File: src/rtl/sparse_pkg.sv
// Shared types and default constants for the sparsification scan block.
// State encoding plus default threshold and rounding quantum.
package sparse_pkg;

    typedef enum logic [1:0] {
        IDLE  = 2'd0,
        SCAN  = 2'd1,
        DRAIN = 2'd2,
        DONE  = 2'd3
    } sparse_state_e;

    localparam int SPARSE_THRESHOLD = 20;
    localparam int SPARSE_QUANT     = 5;

endpackage

File: src/rtl/sparse_xform.sv
// Combinational sparsifying transform of one counter value.
// Values at or below THRESHOLD become 0; others round down to a QUANT multiple.
module sparse_xform
    import sparse_pkg::*;
#(
    parameter int DATA_W    = 32,
    parameter int THRESHOLD = SPARSE_THRESHOLD,
    parameter int QUANT     = SPARSE_QUANT
) (
    input  logic [DATA_W-1:0] Din,
    output logic [DATA_W-1:0] Dout
);

    localparam logic [DATA_W-1:0] TH = DATA_W'(THRESHOLD);
    localparam logic [DATA_W-1:0] QU = DATA_W'(QUANT);

    // Zero small counters, otherwise drop the remainder modulo QUANT.
    always_comb begin
        Dout = '0;
        if (Din > TH) begin
            Dout = Din - (Din % QU);
        end
    end

endmodule

File: src/rtl/sparse_scan_ctrl.sv
// One-pass read/transform/write-back sequencer over a counter RAM.
// Define SPARSE_STATS_EN to build the Nonzero_Count / Max_Value statistics.
module sparse_scan_ctrl
    import sparse_pkg::*;
#(
    parameter int DEPTH     = 1024,
    parameter int ADDR_W    = 10,
    parameter int DATA_W    = 32,
    parameter int THRESHOLD = SPARSE_THRESHOLD,
    parameter int QUANT     = SPARSE_QUANT
) (
    input  logic              Clk,
    input  logic              Reset,
    input  logic              Start,
    output logic              Busy,
    output logic              Done,
    output logic              Rd_En,
    output logic [ADDR_W-1:0] Rd_Addr,
    input  logic [DATA_W-1:0] Rd_Data,
    output logic              Wr_En,
    output logic [ADDR_W-1:0] Wr_Addr,
    output logic [DATA_W-1:0] Wr_Data,
    output logic [ADDR_W:0]   Nonzero_Count,
    output logic [DATA_W-1:0] Max_Value
);

    localparam logic [ADDR_W-1:0] LAST = ADDR_W'(DEPTH - 1);

    sparse_state_e     state_q, state_d;
    logic              pass_start;
    logic [ADDR_W-1:0] rd_idx_q;
    logic              rd_vld_q;
    logic [ADDR_W-1:0] rd_addr_q;
    logic              wr_en_q;
    logic [ADDR_W-1:0] wr_addr_q;
    logic [DATA_W-1:0] wr_data_q;
    logic [DATA_W-1:0] xf_data;

    sparse_xform #(
        .DATA_W    (DATA_W),
        .THRESHOLD (THRESHOLD),
        .QUANT     (QUANT)
    ) u_xform (
        .Din  (Rd_Data),
        .Dout (xf_data)
    );

    // Next-state and control outputs; RAM-facing signals idle at 0.
    always_comb begin
        state_d    = state_q;
        pass_start = 1'b0;
        Busy       = 1'b0;
        Done       = 1'b0;
        Rd_En      = 1'b0;
        Rd_Addr    = '0;
        unique case (state_q)
            IDLE: begin
                if (Start) begin
                    state_d    = SCAN;
                    pass_start = 1'b1;
                end
            end
            SCAN: begin
                Busy    = 1'b1;
                Rd_En   = 1'b1;
                Rd_Addr = rd_idx_q;
                if (rd_idx_q == LAST) begin
                    state_d = DRAIN;
                end
            end
            DRAIN: begin
                Busy = 1'b1;
                // Last write is in flight with no read behind it.
                if (wr_en_q && !rd_vld_q) begin
                    state_d = DONE;
                end
            end
            DONE: begin
                Done    = 1'b1;
                state_d = IDLE;
            end
            default: state_d = IDLE;
        endcase
    end

    // State register.
    always_ff @(posedge Clk) begin
        if (Reset) state_q <= IDLE;
        else       state_q <= state_d;
    end

    // Read index walks 0..DEPTH-1 during SCAN.
    always_ff @(posedge Clk) begin
        if (Reset || pass_start) rd_idx_q <= '0;
        else if (Rd_En)          rd_idx_q <= rd_idx_q + 1'b1;
    end

    // Track which read returns data next cycle.
    always_ff @(posedge Clk) begin
        if (Reset) begin
            rd_vld_q  <= 1'b0;
            rd_addr_q <= '0;
        end else begin
            rd_vld_q  <= Rd_En;
            rd_addr_q <= Rd_Addr;
        end
    end

    // Registered write-back of the transformed value, zero when idle.
    always_ff @(posedge Clk) begin
        if (Reset) begin
            wr_en_q   <= 1'b0;
            wr_addr_q <= '0;
            wr_data_q <= '0;
        end else begin
            wr_en_q   <= rd_vld_q;
            wr_addr_q <= rd_vld_q ? rd_addr_q : '0;
            wr_data_q <= rd_vld_q ? xf_data : '0;
        end
    end

    assign Wr_En   = wr_en_q;
    assign Wr_Addr = wr_addr_q;
    assign Wr_Data = wr_data_q;

`ifdef SPARSE_STATS_EN
    logic [ADDR_W:0]   nz_q;
    logic [DATA_W-1:0] max_q;

    // Per-pass statistics, cleared on launch and held after Done.
    always_ff @(posedge Clk) begin
        if (Reset || pass_start) begin
            nz_q  <= '0;
            max_q <= '0;
        end else if (rd_vld_q) begin
            nz_q <= nz_q + (ADDR_W+1)'(xf_data != '0);
            if (xf_data > max_q) max_q <= xf_data;
        end
    end

    assign Nonzero_Count = nz_q;
    assign Max_Value     = max_q;
`else
    assign Nonzero_Count = '0;
    assign Max_Value     = '0;
`endif

endmodule

File: config.mk
export PLATFORM = sky130hd
export DESIGN_NAME = sparse_scan_ctrl
export DESIGN_NICKNAME = d
export VERILOG_FILES = /design/src/rtl/sparse_pkg.sv /design/src/rtl/sparse_xform.sv /design/src/rtl/sparse_scan_ctrl.sv
export SDC_FILE = /design/constraint.sdc
export NUM_CORES = 1
export LEC_CHECK = 0
export BUFFER_PORTS_ARGS = -buffer_cell sky130_fd_sc_hd__buf_2
export CORE_MARGIN = 2
export CORE_UTILIZATION = 45
export CTS_CLUSTER_SIZE = 8
export DETAILED_ROUTE_END_ITERATION = 10
export PLACE_DENSITY = 0.65
export REMOVE_ABC_BUFFERS = 1
export SLEW_MARGIN = 30
export SYNTH_ARGS = -nofsm -noshare
export SYNTH_HDL_FRONTEND = slang
export SYNTH_SLANG_ARGS = --single-unit
export TNS_END_PERCENT = 5
File: constraint.sdc
create_clock -name Clk -period 46.1 [get_ports Clk]
set_input_delay 6.915 -clock Clk [delete_from_list [all_inputs] [get_ports Clk]]
set_output_delay 6.915 -clock Clk [all_outputs]
set_load 0.05 [all_outputs]
==> impl_metrics.tcl, run 1 <==
set metrics [dict create \
    grt_use_total 0.228 \
    hold_viol_final 0 \
    fp.dieH_um 144 \
    finalInstanceArea_sq_um 9490 \
    holdWs_ps 422 \
    setup_violations 0 \
    fillers 1979 \
    vias 9254 \
    clock_sinks 66 \
    hold_buffers 0 \
    final_common_cell "nor2_1" \
    max_stage_delay_ps 770 \
    clock_skew_ps 11.0 \
    crit_top_cell "o21ai_0" \
    hold_class "reg2reg" \
    worstPathArrival_ps 26290 \
    regArea_sq_um 1320 \
    pin_count 134 \
    grt_pass1_wl_um 39600 \
    drc 0 \
    seq_area_frac_synth 0.149 \
    slew_headroom 0.351 \
    synth_cell_type_count 124 \
    cp-start-kind "primary input" \
    portBuffers 90 \
    diodes 0 \
    fmax_mhz 38.4 \
    first_pass_iters 5 \
    multi_input_area_sq_um 6800 \
    async_reset_ff_frac 0 \
    cts.clk_slew.worst_paths_ps 70 \
    fin_crit_ps 26060 \
    ys_ff_latch 66 \
    htree_levels 3 \
    die-area_sq_um 20900 \
    peakVddDrop_uv 23.6 \
    postCtsSetupBuffers 0 \
    netlist_area_sq_um 8870 \
    initial_core_util 0.457 \
    cap_violations 0 \
    grt_setup_unrepaired "false" \
    syn_inst 1210 \
    cts_inserted_buffers 9 \
    status "complete, no violations" \
    slew_violations 0 \
    drtIter0Drc 718 \
    postSynthAreaPerCell_sq_um 7.33 \
    cts_root_buf "clkbuf_16" \
    power_mw 0.508 \
    rows 51 \
    cts_tree "built" \
    place_congestion 0.932 \
    grt_pass1_vias 8041 \
    grt_antenna_before_repair 0 \
    leakage_nw 3.81 \
    syn2layout_area_growth_pct 6.93 \
    drive_gt1_frac 0.150 \
    grt_overflow 0 \
    end_kind "flop" \
    post_cts_resized 0 \
    wire_per_inst_um 16.1 \
    ant_nets 0 \
    avgViaCountPerCell 6.14 \
    crit_fanout 14 \
    crit_slowest_cell "a221oi_2" \
    fin_crit_sh 0.565 \
    drt_wl_total_um 24300 \
    dpl.hpwl_um 18000 \
    critical_path_class "in2reg" \
    core_area_sq_um 19400 \
    die_w_um 144 \
    yosys_warnings 0 \
    layout_common_cells "114 x nor2_1, 90 x buf_2, 68 x nand2_1" \
    nNetsFinal 1313 \
    cts_buffer_depth 2 \
    required_ps 46330 \
    dpl_cell_area_sq_um 9160 \
    clkLatencyLatePin_ps 330 \
    grt_max_degree 32 \
    tightest_slew_ps 973 \
    synth-edff-count 0 \
    finalSetupTns_ps 0 \
    p_per_area_nw_per_um2 53.5 \
    ys.flop_type "dfxtp_1" \
]
[flip-flops by register name (all words and copies together) (netlist names)]
signal     cells
Wr_Data       32
Wr_Addr       10
state_q        2
Wr_En          1
rd_vld_q       1
rd_addr_q     10
rd_idx_q      10
[synthesized netlist by cell type (all sizes together), types with 11 or more instances]
| library cell | count | area (sq um) |
|---|---|---|
| a211oi | 18 | 155 |
| nand2b | 12 | 75.1 |
| nor3 | 65 | 340 |
| ha | 41 | 513 |
| o21ai | 75 | 375 |
| nor4 | 17 | 136 |
| buf | 70 | 487 |
| and2 | 52 | 325 |
| nor2 | 117 | 452 |
| xnor2 | 35 | 307 |
| or2 | 11 | 68.8 |
| o2111ai | 12 | 105 |
| inv | 56 | 213 |
| a21oi | 61 | 320 |
| a211o | 13 | 114 |
| clkbuf | 50 | 189 |
| a21o | 14 | 105 |
| nand4 | 20 | 125 |
| a31oi | 16 | 115 |
| nand3 | 44 | 225 |
| a21boi | 13 | 97.6 |
| o31ai | 16 | 149 |
| nor2b | 12 | 77.6 |
| o211ai | 17 | 128 |
| dfxtp | 66 | 1320 |
| nand2 | 71 | 272 |
[worst paths after layout]
check | from | to | slack (ps) | cells after the start
min | rd_addr_q[2]$_SDFF_PP0_ | Wr_Addr[2]$_SDFF_PP0_ | 420 | 1
min reg2reg | rd_addr_q[2]$_SDFF_PP0_ | Wr_Addr[2]$_SDFF_PP0_ | 420 | 1
max | Rd_Data[29] | Wr_Data[31]$_SDFF_PP0_ | 20040 | 83
max reg2reg | rd_vld_q$_SDFF_PP0_ | Wr_Data[23]$_SDFF_PP0_ | 43950 | 3
[power breakdown]
group / switching [mW] / total [mW] / internal, mW
logic: 0.233 / 0.366 / 0.134
registers: 0.00258 / 0.0653 / 0.0627
clock network: 0.0281 / 0.0759 / 0.0478
total: 0.263 / 0.508 / 0.244
[final cells by class]
type                            instances  share of cell area
Clock inverter                          7              0.0106
Timing Repair Buffer                   93              0.0499
Sequential cell                        66               0.139
Multi-Input combinational cell       1005               0.717
Tap cell                              265              0.0350
Clock buffer                            9              0.0237
Inverter                               61              0.0244
[routing by layer]
layer | up-vias | routed length [um] | track usage
met5 | - | 0 | 0
met3 | 45 | 1650 | 0.0215
li1 | 4532 | - | -
met1 | 4243 | 11000 | 0.323
met4 | 0 | 595 | 0.0715
met2 | 434 | 11000 | 0.364
[metrics by stage]
step	worst slack, ps	util	std cells
after CTS	20300	0.489	1506
after floorplan	21910	-	1132
after global routing	17790	0.489	1506
after detailed placement	20030	0.472	1490
after global placement	20260	0.472	1490
final	20040	0.489	1506
[logic make-up after synthesis]
group | count (synthesis) | share of synthesized area
compound gates | 384 | 0.334
flops | 66 | 0.149
mux | 12 | 0.0175
xor+xnor | 45 | 0.0444
simple gates | 477 | 0.290
other cells | 1 | 0.000423
fa+ha+maj | 44 | 0.0623
buf+inv | 181 | 0.102
[worst max-delay path, delay by kind of cell]
kind | cells | cell delay [ps]
muxes | 3 | 1190
adders and majority gates | 3 | 710
AOI/OAI and AO/OA | 46 | 10420
buffers and inverters | 4 | 490
and+or+nand+nor | 23 | 6060
xor gates and xnor gates | 4 | 480
(Power assumes the default switching activity.)
==> inputs of run 2 (changes only) <==
--- a/config.mk
+++ b/config.mk
@@ -10,7 +10,7 @@
 export CORE_UTILIZATION = 45
 export CTS_CLUSTER_SIZE = 8
 export DETAILED_ROUTE_END_ITERATION = 10
-export PLACE_DENSITY = 0.65
+export PLACE_DENSITY = 0.68
 export REMOVE_ABC_BUFFERS = 1
 export SLEW_MARGIN = 30
 export SYNTH_ARGS = -nofsm -noshare
==> constraint.sdc (replaced) <==
create_clock -name Clk -period 21.6 [get_ports Clk]
set_input_delay 3.24 -clock Clk [delete_from_list [all_inputs] [get_ports Clk]]
set_output_delay 3.24 -clock Clk [all_outputs]
set_load 0.05 [all_outputs]
==> run 2 against run 1 <==
Net effect: critical path depth is 6 higher; flip-flop and latch count stayed put; utilization is 4.8 points higher; clock skew is 4.4 ps lower; sequential power is 110% higher; largest cell class unchanged; largest power group unchanged; highest routed layer unchanged.
==> impl_metrics.tcl, run 2 (same netlist as run 1, synthesis figures left out) <==
set metrics [dict create \
    status "complete, no violations" \
    crit_top_cell "o21ai_1" \
    p_per_area_nw_per_um2 114 \
    place_congestion 0.982 \
    nNetsFinal 1372 \
    dpl.hpwl_um 18800 \
    syn2layout_area_growth_pct 17.4 \
    holdWs_ps 421 \
    drc 0 \
    hold_viol_final 0 \
    leakage_nw 4.20 \
    grt_max_degree 32 \
    drtIter0Drc 773 \
    diodes 0 \
    vias 9600 \
    cts_tree "built" \
    dpl_cell_area_sq_um 9470 \
    placed_cells 1531 \
    tightest_slew_ps 729 \
    avgViaCountPerCell 6.13 \
    final_common_cell "nor2_1" \
    die-area_sq_um 20900 \
    end_kind "flop" \
    cts_buffer_depth 2 \
    cts.clk_slew.worst_paths_ps 60 \
    portBuffers 90 \
    startpoint "Rd_Data[27]" \
    fin_crit_ps 20340 \
    fillers 1882 \
    ff2ff_path_depth 3 \
    rr_startpoint "rd_vld_q$_SDFF_PP0_" \
    grt_antenna_before_repair 0 \
    worstReg2RegEnd "Wr_Data[21]$_SDFF_PP0_" \
    slew_headroom 0.513 \
    pin_count 134 \
    htree_levels 3 \
    drive_gt1_frac 0.228 \
    ant_nets 0 \
    cp-start-kind "primary input" \
    clock_skew_ps 6.57 \
    slew_violations 0 \
    required_ps 21830 \
    grt_use_total 0.233 \
    fin_cells 1565 \
    crit_end "Wr_Data[31]$_SDFF_PP0_" \
    cap_violations 0 \
    worstPathArrival_ps 20580 \
    grt_pass1_vias 8323 \
    crit_slowest_cell "nor4_1" \
    first_pass_iters 5 \
    clkLatencyLatePin_ps 330 \
    power_mw 1.19 \
    cts_root_buf "clkbuf_16" \
    drt_wl_total_um 25900 \
    hold_class "reg2reg" \
    largest_reg_flops 32 \
    max_stage_delay_ps 580 \
    grt_overflow 0 \
    wire_per_inst_um 16.5 \
    finalInstanceArea_sq_um 10400 \
    crit_fanout 12 \
    fp.dieH_um 144 \
    clock_sinks 66 \
    die_w_um 144 \
    layout_common_cells "112 x nor2_1, 89 x buf_2, 66 x dfxtp_1, 66 x nand2_1, 61 x buf_4" \
    fmax_mhz 49.2 \
    core_area_sq_um 19400 \
    fin_crit_sh 0.942 \
    reg2reg_slack_ps 19430 \
    initial_core_util 0.457 \
    setup_violations 0 \
    rows 51 \
    grt_pass1_wl_um 40400 \
    cts_inserted_buffers 9 \
    peakVddDrop_uv 58.1 \
    critical_path_class "in2reg" \
]
[run 2: cell types whose count changed in the layout (fill, tap and decap cells not counted), moves of 3 or more]
cell / previous run / this run
nand3_1: 43 / 39
buf_4: 3 / 61
o21ai_1: 11 / 21
nand3_2: 1 / 5
a211oi_1: 14 / 11
o21ai_0: 64 / 52
a2111oi_0: 4 / 0
a21oi_1: 57 / 51
nor3_1: 62 / 58
a21oi_2: 4 / 9
nor4bb_1: 3 / 0
a2111oi_4: 2 / 6
[run 2: worst min path at each step]
stage                            startpoint               endpoint  slack [ps]  cells after the start
finish              rd_addr_q[2]$_SDFF_PP0_  Wr_Addr[2]$_SDFF_PP0_         420                      1
global route        rd_addr_q[1]$_SDFF_PP0_  Wr_Addr[1]$_SDFF_PP0_         440                      1
CTS                 rd_addr_q[2]$_SDFF_PP0_  Wr_Addr[2]$_SDFF_PP0_         420                      1
detailed placement  rd_addr_q[2]$_SDFF_PP0_  Wr_Addr[2]$_SDFF_PP0_         410                      1
global placement    rd_addr_q[7]$_SDFF_PP0_  Wr_Addr[7]$_SDFF_PP0_         410                      1
floorplan           rd_addr_q[0]$_SDFF_PP0_  Wr_Addr[0]$_SDFF_PP0_         410                      1
[run 2: layout make-up]
class                      count  area (sq um)  area share
multi-input combinational   1005          7270       0.698
sequential                    66          1320       0.127
timing repair buffer         152           931      0.0894
tap                          265           332      0.0318
inverter                      61           231      0.0222
clock buffer                   9           225      0.0216
clock inverter                 7           100     0.00961
[run 2: timing repair]
action,CTS,global route
resized for setup,0,96
hold buffers,0,0
setup endpoints to repair,0,7
buffers inserted,0,18
[run 2: stage by stage]
step           setup slack [ps]  TNS [ps]   util
2_1_floorplan              1090         0      -
3_3_place_gp                489         0  0.488
3_5_place_dp              -56.2     -56.2  0.488
4_1_cts                     159         0  0.505
5_1_grt                    -108      -108  0.537
6_report                   1260         0  0.537
[run 2: routing by layer]
layer	wire length (um)	up-vias	track usage	share of wire
li1	-	4638	-	-
met1	11400	4464	0.323	0.44
met2	11900	440	0.376	0.46
met3	1700	58	0.0212	0.066
met4	879	0	0.0894	0.034
met5	0	-	0	0
[run 2: report_power, final]
part	switching (mW)	internal, mW	total (mW)
combinational	0.539	0.352	0.892
sequential	0.00561	0.134	0.139
clock	0.0585	0.102	0.160
total	0.603	0.588	1.19
[run 2: worst max-delay path, delay by kind of cell]
kind            cells  cell delay (ps)
compound gates     49             9180
xor+xnor            3              370
fa+ha+maj           3              690
buf+inv            10             1360
mux                 1              390
simple gates       23             5320
